--- src/rtl/dp_seq_pkg.sv ---
// Shared opcodes, instruction field positions, FSM states and decode classes for dp_sequencer.
// Includes the opcode reserved for the optional BNZ instruction, which is enabled by BRANCH_NZ_EN.
package dp_seq_pkg;

  localparam logic [3:0] OPC_LDI  = 4'h8;
  localparam logic [3:0] OPC_LD   = 4'h9;
  localparam logic [3:0] OPC_ST   = 4'hA;
  localparam logic [3:0] OPC_BZ   = 4'hB;
  localparam logic [3:0] OPC_JMP  = 4'hC;
  localparam logic [3:0] OPC_HALT = 4'hD;
  localparam logic [3:0] OPC_BNZ  = 4'hE;

  localparam logic [3:0] OP_PASSB = 4'h8;

  localparam int OPC_MSB  = 15;
  localparam int OPC_LSB  = 12;
  localparam int RD_MSB   = 11;
  localparam int RD_LSB   = 8;
  localparam int RA_MSB   = 7;
  localparam int RA_LSB   = 4;
  localparam int RB_MSB   = 3;
  localparam int RB_LSB   = 0;
  localparam int BOFF_MSB = 7;
  localparam int JMP_MSB  = 11;

  typedef enum logic [2:0] {
    ST_IDLE, ST_FETCH, ST_EXEC, ST_IMM, ST_IMMWB, ST_MEM, ST_HALT
  } state_e;

  typedef enum logic [2:0] {
    CL_ALU, CL_LDI, CL_LD, CL_ST, CL_BZ, CL_BNZ, CL_JMP, CL_HALT
  } iclass_e;

  function automatic logic [15:0] sext8(input logic [7:0] v);
    sext8 = {{8{v[7]}}, v};
  endfunction

endpackage

--- src/rtl/dp_seq_decode.sv ---
// Combinational instruction decoder: maps ir to class, register fields, ALU op, branch offset and jump target.
// Zero latency. Opcode 0xE decodes as BNZ only when BRANCH_NZ_EN is defined; otherwise it is illegal.
module dp_seq_decode
  import dp_seq_pkg::*;
(
  input  logic [15:0] ir_i,
  output iclass_e     cls_o,
  output logic [3:0]  rd_o,
  output logic [3:0]  ra_o,
  output logic [3:0]  rb_o,
  output logic [3:0]  op_sel_o,
  output logic [15:0] br_off_o,
  output logic [15:0] jmp_tgt_o,
  output logic        illegal_o
);

  logic [3:0] opc;

  assign opc       = ir_i[OPC_MSB:OPC_LSB];
  assign rd_o      = ir_i[RD_MSB:RD_LSB];
  assign ra_o      = ir_i[RA_MSB:RA_LSB];
  assign rb_o      = ir_i[RB_MSB:RB_LSB];
  assign op_sel_o  = {1'b0, opc[2:0]};
  assign br_off_o  = sext8(ir_i[BOFF_MSB:0]);
  assign jmp_tgt_o = {4'h0, ir_i[JMP_MSB:0]};

  always_comb begin
    cls_o     = CL_HALT;
    illegal_o = 1'b0;
    if (!opc[3]) begin
      cls_o = CL_ALU;
    end else begin
      case (opc)
        OPC_LDI:  cls_o = CL_LDI;
        OPC_LD:   cls_o = CL_LD;
        OPC_ST:   cls_o = CL_ST;
        OPC_BZ:   cls_o = CL_BZ;
        OPC_JMP:  cls_o = CL_JMP;
        OPC_HALT: cls_o = CL_HALT;
`ifdef BRANCH_NZ_EN
        OPC_BNZ:  cls_o = CL_BNZ;
`endif
        default:  illegal_o = 1'b1;
      endcase
    end
  end

endmodule

--- src/rtl/dp_sequencer.sv ---
// Multi-cycle fetch/decode/execute controller for a 16-register datapath behind a single-port memory.
// Memory transfers stall on mem_ack; BNZ on opcode 0xE is enabled by BRANCH_NZ_EN.
module dp_sequencer
  import dp_seq_pkg::*;
#(
  parameter logic [15:0] RESET_PC = 16'h0000
) (
  input  logic        clk,
  input  logic        rst_n,
  input  logic        start,
  output logic        mem_req,
  output logic        mem_we,
  output logic [15:0] mem_addr,
  output logic [15:0] mem_wdata,
  input  logic [15:0] mem_rdata,
  input  logic        mem_ack,
  input  logic [15:0] a_out,
  input  logic [15:0] b_out,
  input  logic        z,
  output logic [3:0]  a_sel,
  output logic [3:0]  b_sel,
  output logic [3:0]  dest_sel,
  output logic [3:0]  op_sel,
  output logic [15:0] const_in,
  output logic        const_sel,
  output logic        data_sel,
  output logic        load_en,
  output logic [15:0] pc,
  output logic        halted,
  output logic        illegal
);

  state_e      state_q, state_d;
  logic [15:0] pc_q, pc_d, ir_q, ir_d, imm_q, imm_d;
  logic        zflag_q, zflag_d, zcap_q, zcap_d, illegal_q, illegal_d;

  iclass_e     dec_cls;
  logic [3:0]  dec_rd, dec_ra, dec_rb, dec_op;
  logic [15:0] dec_off, dec_tgt;
  logic        dec_ill;

  dp_seq_decode u_dec (
    .ir_i      (ir_q),
    .cls_o     (dec_cls),
    .rd_o      (dec_rd),
    .ra_o      (dec_ra),
    .rb_o      (dec_rb),
    .op_sel_o  (dec_op),
    .br_off_o  (dec_off),
    .jmp_tgt_o (dec_tgt),
    .illegal_o (dec_ill)
  );

  always_ff @(posedge clk or negedge rst_n) begin
    if (!rst_n) begin
      state_q   <= ST_IDLE;
      pc_q      <= RESET_PC;
      ir_q      <= 16'h0000;
      imm_q     <= 16'h0000;
      zflag_q   <= 1'b0;
      zcap_q    <= 1'b0;
      illegal_q <= 1'b0;
    end else begin
      state_q   <= state_d;
      pc_q      <= pc_d;
      ir_q      <= ir_d;
      imm_q     <= imm_d;
      zflag_q   <= zflag_d;
      zcap_q    <= zcap_d;
      illegal_q <= illegal_d;
    end
  end

  always_comb begin
    state_d   = state_q;
    pc_d      = pc_q;
    ir_d      = ir_q;
    imm_d     = imm_q;
    illegal_d = illegal_q;
    zcap_d    = 1'b0;
    // The datapath z register lags its write by one cycle, so sample it the cycle after.
    zflag_d   = zcap_q ? z : zflag_q;
    mem_req   = 1'b0;
    mem_we    = 1'b0;
    mem_addr  = 16'h0000;
    mem_wdata = 16'h0000;
    a_sel     = 4'h0;
    b_sel     = 4'h0;
    dest_sel  = 4'h0;
    op_sel    = 4'h0;
    const_in  = 16'h0000;
    const_sel = 1'b0;
    data_sel  = 1'b0;
    load_en   = 1'b0;

    case (state_q)
      ST_IDLE: begin
        if (start) begin
          pc_d    = RESET_PC;
          state_d = ST_FETCH;
        end
      end
      ST_FETCH, ST_IMM: begin
        mem_req  = 1'b1;
        mem_addr = pc_q;
        if (mem_ack) begin
          pc_d = pc_q + 16'd1;
          if (state_q == ST_FETCH) begin
            ir_d    = mem_rdata;
            state_d = ST_EXEC;
          end else begin
            imm_d   = mem_rdata;
            state_d = ST_IMMWB;
          end
        end
      end
      ST_EXEC: begin
        state_d = ST_FETCH;
        case (dec_cls)
          CL_ALU: begin
            a_sel    = dec_ra;
            b_sel    = dec_rb;
            dest_sel = dec_rd;
            op_sel   = dec_op;
            load_en  = 1'b1;
            zcap_d   = 1'b1;
          end
          CL_LDI:  state_d = ST_IMM;
          CL_LD,
          CL_ST:   state_d = ST_MEM;
          CL_BZ:   if (zflag_q) pc_d = pc_q + dec_off;
          CL_BNZ:  if (!zflag_q) pc_d = pc_q + dec_off;
          CL_JMP:  pc_d = dec_tgt;
          default: begin
            illegal_d = dec_ill;
            state_d   = ST_HALT;
          end
        endcase
      end
      ST_IMMWB: begin
        const_in  = imm_q;
        const_sel = 1'b1;
        op_sel    = OP_PASSB;
        dest_sel  = dec_rd;
        load_en   = 1'b1;
        zcap_d    = 1'b1;
        state_d   = ST_FETCH;
      end
      ST_MEM: begin
        a_sel    = dec_ra;
        b_sel    = dec_rb;
        mem_req  = 1'b1;
        mem_addr = a_out;
        if (dec_cls == CL_ST) begin
          mem_we    = 1'b1;
          mem_wdata = b_out;
        end
        if (mem_ack) begin
          if (dec_cls == CL_LD) begin
            data_sel = 1'b1;
            dest_sel = dec_rd;
            load_en  = 1'b1;
          end
          state_d = ST_FETCH;
        end
      end
      ST_HALT: begin
        if (start) begin
          illegal_d = 1'b0;
          pc_d      = RESET_PC;
          state_d   = ST_FETCH;
        end
      end
      default: state_d = ST_IDLE;
    endcase
  end

  assign pc      = pc_q;
  assign halted  = (state_q == ST_HALT);
  assign illegal = illegal_q;

endmodule
--- config.mk ---
export PLATFORM = sky130hd
export DESIGN_NAME = dp_sequencer
export DESIGN_NICKNAME = d
export VERILOG_FILES = /design/src/rtl/dp_seq_pkg.sv /design/src/rtl/dp_seq_decode.sv /design/src/rtl/dp_sequencer.sv
export SDC_FILE = /design/constraint.sdc
export NUM_CORES = 1
export LEC_CHECK = 0
export BUFFER_PORTS_ARGS = -buffer_cell sky130_fd_sc_hd__buf_2
export CAP_MARGIN = 25
export CORE_MARGIN = 5
export CORE_UTILIZATION = 50
export CTS_CLUSTER_SIZE = 24
export DETAILED_ROUTE_END_ITERATION = 10
export PLACE_DENSITY = 0.74
export REMOVE_ABC_BUFFERS = 1
export SLEW_MARGIN = 20
export SYNTH_ARGS = -nofsm -noshare
export SYNTH_HDL_FRONTEND = slang
export SYNTH_HIERARCHICAL = 1
export SYNTH_SLANG_ARGS = --single-unit
export TNS_END_PERCENT = 30
--- constraint.sdc ---
create_clock -name clk -period 5.1 [get_ports clk]
set_input_delay 0.255 -clock clk [delete_from_list [all_inputs] [get_ports clk]]
set_output_delay 0.255 -clock clk [all_outputs]
set_load 0.01 [all_outputs]
### Word level (Yosys, flattened, before mapping)

Cells that the tools add are included.

* add/subtract/negate cells: 2
* multiply operators: 0
* divide/modulo/power cells: 0
* order comparisons: 0
* equality and inequality tests: 26
* shift operators: 0
* mux-type cells: 43
* bitwise logic cells: 1
* reductions and logical operators: 16

Operator list (count)
* two-way mux 16 bit: 7
* case mux 16 bit (3 select lines): 2
* case mux 16 bit (2 select lines): 1
* case mux 3 bit (5 select lines): 2
* == test 4 bit (second input constant): 6
* case mux 4 bit (2 select lines): 3
* two-way mux 4 bit: 5
* == test 3 bit (second input constant): 6
* two-way mux 3 bit: 6
* adder 16 x 1 -> 16 bit (second input constant): 1
* adder 16 bit: 1
* == test 3 x 2 -> 1 bit (second input constant): 4
* two-way mux 1 bit: 12
* case mux 4 bit (3 select lines): 1
* AND reduction 3 bit: 4
* case mux 3 bit (3 select lines): 1
* != test 2 bit (second input constant): 4
* OR reduction 7 bit: 1
* == test 3 x 1 -> 1 bit (second input constant): 2
* zero test 3 bit: 2
* != test 3 bit (second input constant): 2
* AND reduction 6 bit: 1
* OR reduction 2 bit: 3
* OR reduction 6 bit: 1
* 9 further kinds: 10

* register bits: 54
* bits in latches: 0
* bits in writable memories: 0
* memory bits (read-only): 0
* input port bits: 53
* output and inout bits: 87
* logic and storage cells: 95
* memories: 0

### Depth between registers and ports, before layout

Gate-level depths: netlist of run 1.

* word-level depth: 7
* mapped depth: 9
* depth with buffers taken out: 8

### By module

The synthesis of run 1 kept the hierarchy.

Modules (own cells, without submodules)
* dp_sequencer: times used 1, cells an instance 438, area each 4021.4 um^2, seq. area each 1351.3 um^2
* dp_seq_decode: times used 1, cells an instance 58, area each 422.9 um^2, seq. area each 0.0 um^2

### Least setup slack after synthesis of run 1

No wires, ideal clock.

* path kind: reg2reg
* start: register pc_q[0] (netlist: pc[0])
* end: register pc_q[12] (netlist: pc[12])
* setup time: 132 ps
* arrival time: 2401 ps
* required time: 4968 ps
* setup slack: 2566 ps
* cell stages (with the launch flop): 9
* path buffers: 0
* clock period less this slack: 2534 ps
* cells stage by stage: dfrtp_1 -> ha_1 -> fa_1 -> a21o_1 -> a311o_1 -> and3_4 -> o41ai_2 -> xor2_1 -> o211ai_1

* longest elaborated chain between the ends: 4
* elaborated cells on any way between the ends: 7
* those cells by class: add/sub: 2; mux: 5

RTL lines
* start: declaration: RTL line dp_sequencer.sv:34 `logic [15:0] pc_q, pc_d, ir_q, ir_d, imm_q, imm_d;`
* start signal: assignment: RTL line dp_sequencer.sv:65 `pc_q <= pc_d;`
* adder 16 bit: RTL line dp_sequencer.sv:131, dp_sequencer.sv:132
* two-way mux 16 bit (on tied branches): RTL line dp_sequencer.sv:132, dp_sequencer.sv:131
* case mux 16 bit (3 select lines): RTL line dp_sequencer.sv:119 `case (dec_cls)`
* case mux 16 bit (3 select lines) (*): RTL line dp_sequencer.sv:96 `case (state_q)`

Every way passes the cells marked *; elsewhere a longest branch is shown, timed or not. The select of a mux whose other input is x is not followed.
A chain may end at the register's enable or synchronous reset.

### Worst setup path in the final report of run 1

* start: register state_q[1]
* end: output b_sel[1]

* longest elaborated chain between the ends: 2
* elaborated cells on any way between the ends: 3
* those cells by class: eq/ne: 2; mux: 1

RTL lines
* start: declaration: RTL line dp_sequencer.sv:33 `state_e state_q, state_d;`
* start signal: assignment: RTL line dp_sequencer.sv:64 `state_q <= state_d;`
* == test 3 bit / == test 3 x 2 -> 1 bit (equally long branches): RTL line dp_sequencer.sv:96
* case mux 4 bit (2 select lines) (*): RTL line dp_sequencer.sv:96
* end: declaration: RTL line dp_sequencer.sv:21 `output logic [3:0] b_sel,`

Every way passes the cells marked *; elsewhere a longest branch is shown, timed or not.

==> flow_summary_export.csv, run 1 <==
group,metric,value,unit
sta,skew,0.0102,ns
synth,post_synth_mux_area_share,0.0952,
clock_network,post_cts_resized,0,
route,wire_per_inst,17.3,um
setup_path,critPathKind,"flop to primary output",
sta,maxSlewHeadroom,0.382,
placed_design,gp_congestion,0.861,
setup_path,path_cells,"nor2b_1 > nand2b_1 > nor4_2 > nor2_1 > nor2b_1 > buf_2",
synth,synth_edf_count,0,
synth,synth-seq-area-share,0.304,
sta,max_freq,348,MHz
grt,grt_usage,0.216,
power_and_ir_drop,power.density,608,nW/um^2
setup_path,cp_slowest_cell,"dfrtp_1",
synth,synthCells,496,
clock_network,clock-sinks,54,
setup_path,crit_arrival,2.62,ns
setup_path,crit_path_max_fanout,12,
setup_path,max_stage_delay,0.56,ns
power_and_ir_drop,worst_ir_drop_vdd,271,uV
grt,antenna_found_initial,0,
sta,totalNegativeSetupSlack,0,ns
grt,grt_pass1_vias,3907,
synth,synth_top_area_cell,"dfrtp_1",
sta,worstMarginPinSlew,0.924,ns
synth,synth_top_family_by_area,"simple AND/OR/NAND/NOR gates",
setup_path,cp_common_cell,"nor2b_1",
finish,diodes,0,
setup_path,rr_worst_depth,7,
hold_path,hold_class,"input port to asynchronous set/reset pin",
placed_design,dp_hpwl,8950,um
clock_network,cts.clk_slew.worst_paths,0.11,ns
job,max-cap-violations,0,
clock_network,cts_hold_buf,0,
floorplan,ios,140,
synth,ys_top_cells_by_area,"dfrtp_1, mux2_2, buf_4",
sta,setup_violations,0,
sta,whs,0.0481,ns
setup_path,critPathLaunchType,"flop",
floorplan,coreArea,8680,sq um
floorplan,initial_core_util,0.512,
synth,synth_xor_area_frac,0.0276,
synth,synth_fa_ha_area_frac,0.0495,
clock_network,post_cts_buffers,0,
route,initialDrtViolationCount,312,
clock_network,cts_max_path_buffers,2,
route,drc,0,
clock_network,cts_max_level,2,
synth,yosys.area_share.simple,0.218,
synth,synth_compound_area_frac,0.198,
synth,ys.warnings.count,6,
synth,synth_top_area_frac,0.304,
floorplan,die_w,104,um
finish,final_net_count,651,
route,firstDrtPassIters,5,
clock_network,clock_latency,0.32,ns
route,vias,4096,
synth,synth_seq_cells,54,
synth,async_reset_ff_frac,1.00,
setup_path,worstPathRequired,4.85,ns
finish,area_growth_syn_to_layout,11.9,%
power_and_ir_drop,power_leakage,0.00249,uW
route,ant_nets,0,
synth,synth_area,4440,sq um
synth,synthDistinctLibCells,64,
grt,grt_max_degree,55,
route,drt-total-wl,12000,um
clock_network,cts_made_buffers,5,
clock_network,cts_tree,"yes",
clock_network,clock-root-buffer,"clkbuf_8",
synth,yosys_most_used_dff,"dfrtp_1",
finish,drive_above_1_share,0.344,
grt,grt_overflow,0,
run_status,status,"finished, final reports clean",
sta,final_max_slew_viol_count,0,
floorplan,num_rows,34,
placed_design,io_buffers,139,
sta,rsz0062_at_grt,"false",
placed_design,placed_cells,681,
route,drt-vias-per-instance,5.94,
grt,grt_pass1_wl,19800,um
floorplan,die_area,10900,sq um
sta,period_minus_slack,2.88,ns
sta,hold_violations,0,
sta,fin_crit_sh,0.564,
setup_path,worst_setup_path_end_kind,"primary output",
synth,synth_area_per_cell,8.96,sq um
finish,n_fill_cell,750,
finish,fin_cells,690,
floorplan,dieHeight,104,um
sequential cells by signal, summed over array words and instances (netlist names):
register	count
state_q	3
imm_q	16
zcap_q	1
zflag_q	1
ir_q	16
pc	16
illegal	1
placed cells by master (no fill, tap or decap), types with 10 or more instances in the layout:
cell type	netlist	final
dfrtp_1	54	54
a21oi_1	22	22
a22o_1	17	17
ha_1	16	16
o21ai_0	31	31
mux2_2	34	34
nor3_1	10	10
nand2_1	25	25
nor2_1	26	26
nand3_1	10	10
and2_1	44	44
nor2b_1	15	15
buf_2	9	139
logic make-up (layout without fill, tap and decap cells):
kind of cell / Yosys count / count (layout)
fa+ha+maj: 17 / 17
compound gates: 127 / 127
flops: 54 / 54
xor+xnor: 14 / 14
buf+inv: 74 / 156
simple gates: 171 / 171
other cells: 1 / 5
mux: 38 / 38
cell usage after synthesis (4+ instances only):
| cell type | number |
|---|---|
| mux2_2 | 34 |
| nor2b_1 | 15 |
| and2_1 | 44 |
| inv_1 | 4 |
| a21o_1 | 9 |
| nand3_1 | 10 |
| buf_2 | 9 |
| o211ai_1 | 5 |
| xnor2_1 | 6 |
| nor2_1 | 26 |
| nand2b_1 | 6 |
| nor3_1 | 10 |
| nand2_1 | 25 |
| clkbuf_1 | 11 |
| xor2_1 | 8 |
| buf_4 | 49 |
| mux2i_1 | 4 |
| o221ai_1 | 4 |
| a22o_1 | 17 |
| a21oi_1 | 22 |
| o21a_1 | 5 |
| ha_1 | 16 |
| dfrtp_1 | 54 |
| and3_1 | 7 |
| o21ai_1 | 4 |
| a221oi_1 | 7 |
| o21ai_0 | 31 |
| a31oi_1 | 5 |
routing by layer:
metal  global-route usage  part of all wire  up-vias
li1                     -                 -     1912
met1                0.282              0.43     1981
met2                0.361              0.48      184
met3               0.0546             0.076       19
met4               0.0500             0.017        0
met5                    0                 0        -
critical path, delay by kind of cell (launching register included):
family | cells | cell delay [ns]
DFF | 1 | 0.56
buffers and inverters | 1 | 0.15
and+or+nand+nor | 5 | 1.58
cell type report:
type	count	area (sq um)	share of cell area
sequential	54	1350	0.272
tap	108	135	0.0272
timing repair buffer	144	733	0.147
inverter	4	15.0	0.00302
clock inverter	2	20.0	0.00403
multi-input combinational	372	2640	0.530
clock buffer	6	82.6	0.0166
path summary, 6_finish.rpt:
check	from	endpoint	slack, ns
max	state_q[1]	b_sel[1]	2.22
min	rst_n	imm_q[5]	0.05
max reg2reg	ir_q[12]	pc[8]	2.35
min reg2reg	imm_q[2]	imm_q[2]	0.51
max in group asynchronous	rst_n	pc[12]	4.59
min in group clk	z	zflag_q	0.16
through the flow:
step           cell area (sq um)   util  setup WS (ns)  total power [uW]
3_3_place_gp                4860  0.560           2.50              2670
4_1_cts                     4960  0.572           2.18              3010
6_report                    4970  0.573           2.22              3020
3_5_place_dp                4860  0.560           2.44              2720
5_1_grt                     4970  0.573           1.96              3280
2_1_floorplan               4000      -           2.57              2150
power by group:
group / switching, uW / internal (uW)
combinational: 1010 / 829
clock: 159 / 116
sequential: 281 / 624
total: 1450 / 1570
(Power assumes the default switching activity.)
==> run 2: changes to the inputs <==
- CORE_UTILIZATION: 50 -> 47
- PLACE_DENSITY: 0.74 -> 0.73
- clock period: 5.1 -> 2.6 ns (I/O delays scaled with it)
==> flow_summary_export.csv, run 2 (synthesis results as in run 1) <==
group,metric,value,unit
route,drt-vias-per-instance,5.52,
floorplan,coreArea,9240,sq um
placed_design,dpl-instance-area,5050,sq um
finish,multi_input_area,2650,sq um
sta,max_freq,400,MHz
sta,setup_violations,0,
clock_network,cts.clk_slew.worst_paths,0.10,ns
route,firstDrtPassIters,5,
sta,period_minus_slack,2.50,ns
setup_path,max_stage_delay,0.42,ns
setup_path,crit_arrival,2.70,ns
clock_network,clock_latency,0.32,ns
setup_path,path_cells,"ha_2 > fa_2 > a21o_1 > a311o_1 > and3_4 > o41ai_4 > xor2_1 > o211ai_1",
finish,drive_above_1_share,0.371,
floorplan,num_rows,35,
clock_network,cts_made_buffers,5,
setup_path,critPathLaunchType,"flop",
sta,final_max_slew_viol_count,0,
hold_path,hold_class,"input port to flop",
floorplan,die_w,107,um
job,max-cap-violations,0,
grt,grt_usage,0.211,
finish,final_common_cell,"buf_2",
floorplan,dieHeight,107,um
grt,grtUsageMet2,0.361,
setup_path,critPathKind,"flop to flop",
grt,grt_util_met3,0.0313,
setup_path,cp_slowest_cell,"dfrtp_1",
clock_network,cts_max_level,2,
route,vias,4043,
finish,final_net_count,672,
placed_design,gp_congestion,0.924,
grt,grt_overflow,0,
clock_network,clock-root-buffer,"clkbuf_8",
finish,diodes,0,
sta,fin_crit_sh,0.962,
grt,use_met1,0.283,
power_and_ir_drop,power.density,1170,nW/um^2
sta,maxSlewHeadroom,0.456,
grt,grt_pass1_vias,3978,
power_and_ir_drop,power_leakage,0.00259,uW
floorplan,ios,140,
grt,grt_pass1_wl,19700,um
route,ant_nets,0,
sta,skew,0.0157,ns
floorplan,initial_core_util,0.481,
route,drt-total-wl,12200,um
route,wire_per_inst,16.6,um
clock_network,cts_tree,"yes",
sta,hold_violations,0,
route,initialDrtViolationCount,273,
setup_path,worstPathRequired,2.80,ns
finish,layout_common_cells,"buf_2, dfrtp_1, and2_1, mux2_2, o21ai_0",
run_status,status,"finished, final reports clean",
finish,n_fill_cell,855,
grt,grt_max_degree,39,
power_and_ir_drop,worst_ir_drop_vdd,698,uV
clock_network,clock-sinks,54,
route,drc,0,
finish,regArea,1350,sq um
finish,design_area,5170,sq um
placed_design,dp_hpwl,9310,um
setup_path,worst_setup_path_end_kind,"flop",
sta,whs,0.0433,ns
grt,busiest_layer,"met2",
placed_design,io_buffers,139,
finish,area_growth_syn_to_layout,16.4,%
clock_network,cts_max_path_buffers,2,
setup_path,crit_path_max_fanout,4,
sta,worstMarginPinSlew,0.814,ns
clock_network,post_cts_buffers,0,
floorplan,die_area,11500,sq um
grt,antenna_found_initial,0,
## run 2: changes by cell type in the layout (fill, tap and decap cells not counted), sizes merged
cell	before	now
clkbuf	7	5
clkinv	0	1
dlygate4sd3	0	1
buf	143	164
## run 2: per-layer routing
| metal | share of wire | wire (um) | up-vias |
|---|---|---|---|
| li1 | - | - | 1951 |
| met1 | 0.43 | 5290 | 1897 |
| met2 | 0.48 | 5790 | 178 |
| met3 | 0.076 | 923 | 17 |
| met4 | 0.014 | 166 | 0 |
| met5 | 0 | 0 | - |
## run 2: area by class of cell
type                       count  area share
clock inverter                 3     0.00508
timing repair buffer         165       0.173
multi-input combinational    372       0.513
tap                          129      0.0312
clock buffer                   5      0.0133
inverter                       4     0.00290
sequential                    54       0.262
## run 2: final timing paths
| path | from | cells past startpoint | to | slack (ns) |
|---|---|---|---|---|
| worst max-delay path | ir_q[0] | 8 | pc[12] | 0.1 |
| worst min-delay path | z | 2 | zflag_q | 0.04 |
| worst max register to register | ir_q[0] | 8 | pc[12] | 0.1 |
| worst min register to register | zcap_q | 1 | zflag_q | 0.50 |
| max in group asynchronous | rst_n | 3 | imm_q[11] | 1.50 |
| min in group asynchronous | rst_n | 2 | pc[5] | 0.25 |
## run 2: critical path: cells and delay by family (launching register included)
family | cells | cell delay [ns]
fa+ha+maj | 2 | 0.56
xor+xnor | 1 | 0.17
compound gates | 4 | 1.02
flops | 1 | 0.42
simple gates | 1 | 0.21
## run 2: timing repair
action | 4_1_cts | 5_1_grt
endpoints found under the hold margin | 16 | 0
hold buffers | 1 | 0
resized for setup | 0 | 5
setup endpoints to repair | 0 | 3
## run 2: report_power, final
group / switching [uW] / internal [uW] / leakage (uW)
clock network: 309 / 199 / 0.0000491
logic: 2110 / 1770 / 0.00188
registers: 461 / 1230 / 0.000662
## run 2: stage by stage
| stage | util | TNS [ns] | power, uW | setup slack (ns) | instances |
|---|---|---|---|---|---|
| finish | 0.560 | 0 | 6070 | 0.0999 | 732 |
| global route | 0.560 | -0.00634 | 6590 | -0.00634 | 732 |
| CTS | 0.557 | 0 | 6040 | 0.0138 | 732 |
| detailed placement | 0.546 | 0 | 5500 | 0.0363 | 723 |
| global placement | 0.546 | 0 | 5380 | 0.0665 | 723 |
| floorplan | - | 0 | 4210 | 0.0661 | 430 |
==> run 3: changes to the inputs <==
- CORE_UTILIZATION: 47 -> 50
- GPL_TIMING_DRIVEN: unset -> 0
- PLACE_DENSITY: 0.73 -> 0.74
- clock period: 2.6 -> 3.06 ns (I/O delays scaled with it)
==> flow_summary_export.csv, run 3 (synthesis results as in run 1) <==
group,metric,value,unit
run_status,status,"finished, final reports clean",
floorplan,die_w,104,um
hold_path,holdPathEnd,"imm_q[3]",
power_and_ir_drop,power.density,1010,nW/um^2
setup_path,critPathLaunchType,"flop",
setup_path,worstPathRequired,2.91,ns
route,drt-total-wl,11800,um
finish,diodes,0,
clock_network,cts_max_path_buffers,2,
floorplan,dieHeight,104,um
sta,period_minus_slack,2.82,ns
sta,setup_violations,0,
clock_network,post_cts_buffers,0,
sta,fin_crit_sh,0.921,
placed_design,io_buffers,139,
placed_design,gp_congestion,0.927,
finish,drive_above_1_share,0.347,
sta,setup_ws,0.241,ns
power_and_ir_drop,power_switching,2420,uW
setup_path,worst_setup_path_end_kind,"primary output",
floorplan,num_rows,34,
sta,whs,0.0808,ns
setup_path,rr_startpoint,"pc[0]",
clock_network,clock-sinks,54,
clock_network,cts_tree,"yes",
setup_path,reg2reg_to,"pc[12]",
grt,grt_pass1_wl,19600,um
power_and_ir_drop,p_clk_frac,0.085,
route,firstDrtPassIters,5,
route,wire_per_inst,17.2,um
clock_network,cts_max_level,2,
grt,grt_max_degree,55,
sta,maxSlewHeadroom,0.415,
clock_network,cts_made_buffers,5,
power_and_ir_drop,combinationalPowerShare,0.617,
floorplan,initial_core_util,0.512,
finish,layout_common_cells,"buf_2, dfrtp_1, and2_1, mux2_2, o21ai_0",
finish,area_growth_syn_to_layout,12.0,%
setup_path,rr_worst_depth,8,
sta,hold_violations,0,
hold_path,hold_start,"mem_rdata[3]",
power_and_ir_drop,seqPwrFrac,0.298,
sta,final_max_slew_viol_count,0,
grt,grt_overflow,0,
power_and_ir_drop,power_leakage,0.00247,uW
setup_path,crit_path_max_fanout,17,
finish,final_net_count,649,
setup_path,crit_arrival,2.67,ns
route,drc,0,
floorplan,ios,140,
clock_network,clock-root-buffer,"clkbuf_8",
floorplan,die_area,10900,sq um
finish,final_common_cell,"buf_2",
job,max-cap-violations,0,
sta,max_freq,355,MHz
hold_path,whs_path_depth,2,
setup_path,r2r_slack,0.27,ns
sta,skew,0.00977,ns
power_and_ir_drop,worst_ir_drop_vdd,510,uV
floorplan,coreArea,8680,sq um
route,initialDrtViolationCount,206,
route,ant_nets,0,
placed_design,place_ws,0.302,ns
placed_design,dp_hpwl,9140,um
power_and_ir_drop,swShare,0.483,
sta,worstMarginPinSlew,0.877,ns
power_and_ir_drop,internal_power,2590,uW
clock_network,clock_latency,0.31,ns
clock_network,cts.clk_slew.worst_paths,0.11,ns
grt,grt_usage,0.214,
setup_path,critPathKind,"flop to primary output",
route,drt-vias-per-instance,5.92,
route,vias,4070,
grt,antenna_found_initial,0,
sta,rsz0062_at_grt,"false",
hold_path,hold_class,"input port to flop",
grt,grt_pass1_vias,4036,
[run 3: power by group through the flow]
stage	combinational [uW]	sequential (uW)	clock, uW
5_1_grt	3400	1560	470
3_5_place_dp	3050	1500	0
6_report	3090	1490	426
2_1_floorplan	2200	1380	0
4_1_cts	3070	1490	437
3_3_place_gp	2920	1480	0
[run 3: critical path: stages (launching register included)]
cell,delay [ns]
dfrtp_1,0.58
nor2b_1,0.34
and2_1,0.70
nor2_1,0.34
nor2b_1,0.23
buf_2,0.16
[run 3: area by class of cell]
type / count / area, sq um
Tap cell: 108 / 135
Clock buffer: 5 / 68.8
Inverter: 4 / 15.0
Clock inverter: 3 / 26.3
Sequential cell: 54 / 1350
Timing Repair Buffer: 142 / 727
Multi-Input combinational cell: 372 / 2650
Fill cell: 773 / 3700
[run 3: metrics by stage]
| stage | total power, uW | cell area, sq um | TNS (ns) | utilization | std cells |
|---|---|---|---|---|---|
| floorplan | 3580 | 4000 | 0 | - | 430 |
| global placement | 4400 | 4830 | -6.16 | 0.557 | 677 |
| detailed placement | 4560 | 4860 | 0 | 0.560 | 679 |
| CTS | 5000 | 4970 | 0 | 0.572 | 688 |
| global route | 5430 | 4980 | 0 | 0.574 | 688 |
| finish | 5010 | 4980 | 0 | 0.574 | 688 |
[run 3: metal layers]
layer  global-route usage  part of all wire  vias up
li1                     -                 -     1919
met1                0.266              0.42     1959
met2                0.365              0.49      166
met3               0.0484             0.069       26
met4               0.0740             0.025        0
met5                    0                 0        -
[run 3: worst max-delay path by stage]
stage,start,depth (start not counted),endpoint
after floorplan,pc[0],8,pc[12]
after global placement,state_q[0],3,imm_q[2]
after detailed placement,pc[0],8,pc[12]
after CTS,state_q[1],6,b_sel[0]
after global routing,state_q[2],5,a_sel[0]
final,state_q[2],5,b_sel[0]
[run 3: what timing repair did]
item,4_1_cts,5_1_grt
endpoints found under the setup margin,0,8
resized for setup,0,2
hold endpoints to repair,54,0
hold buffers,1,0
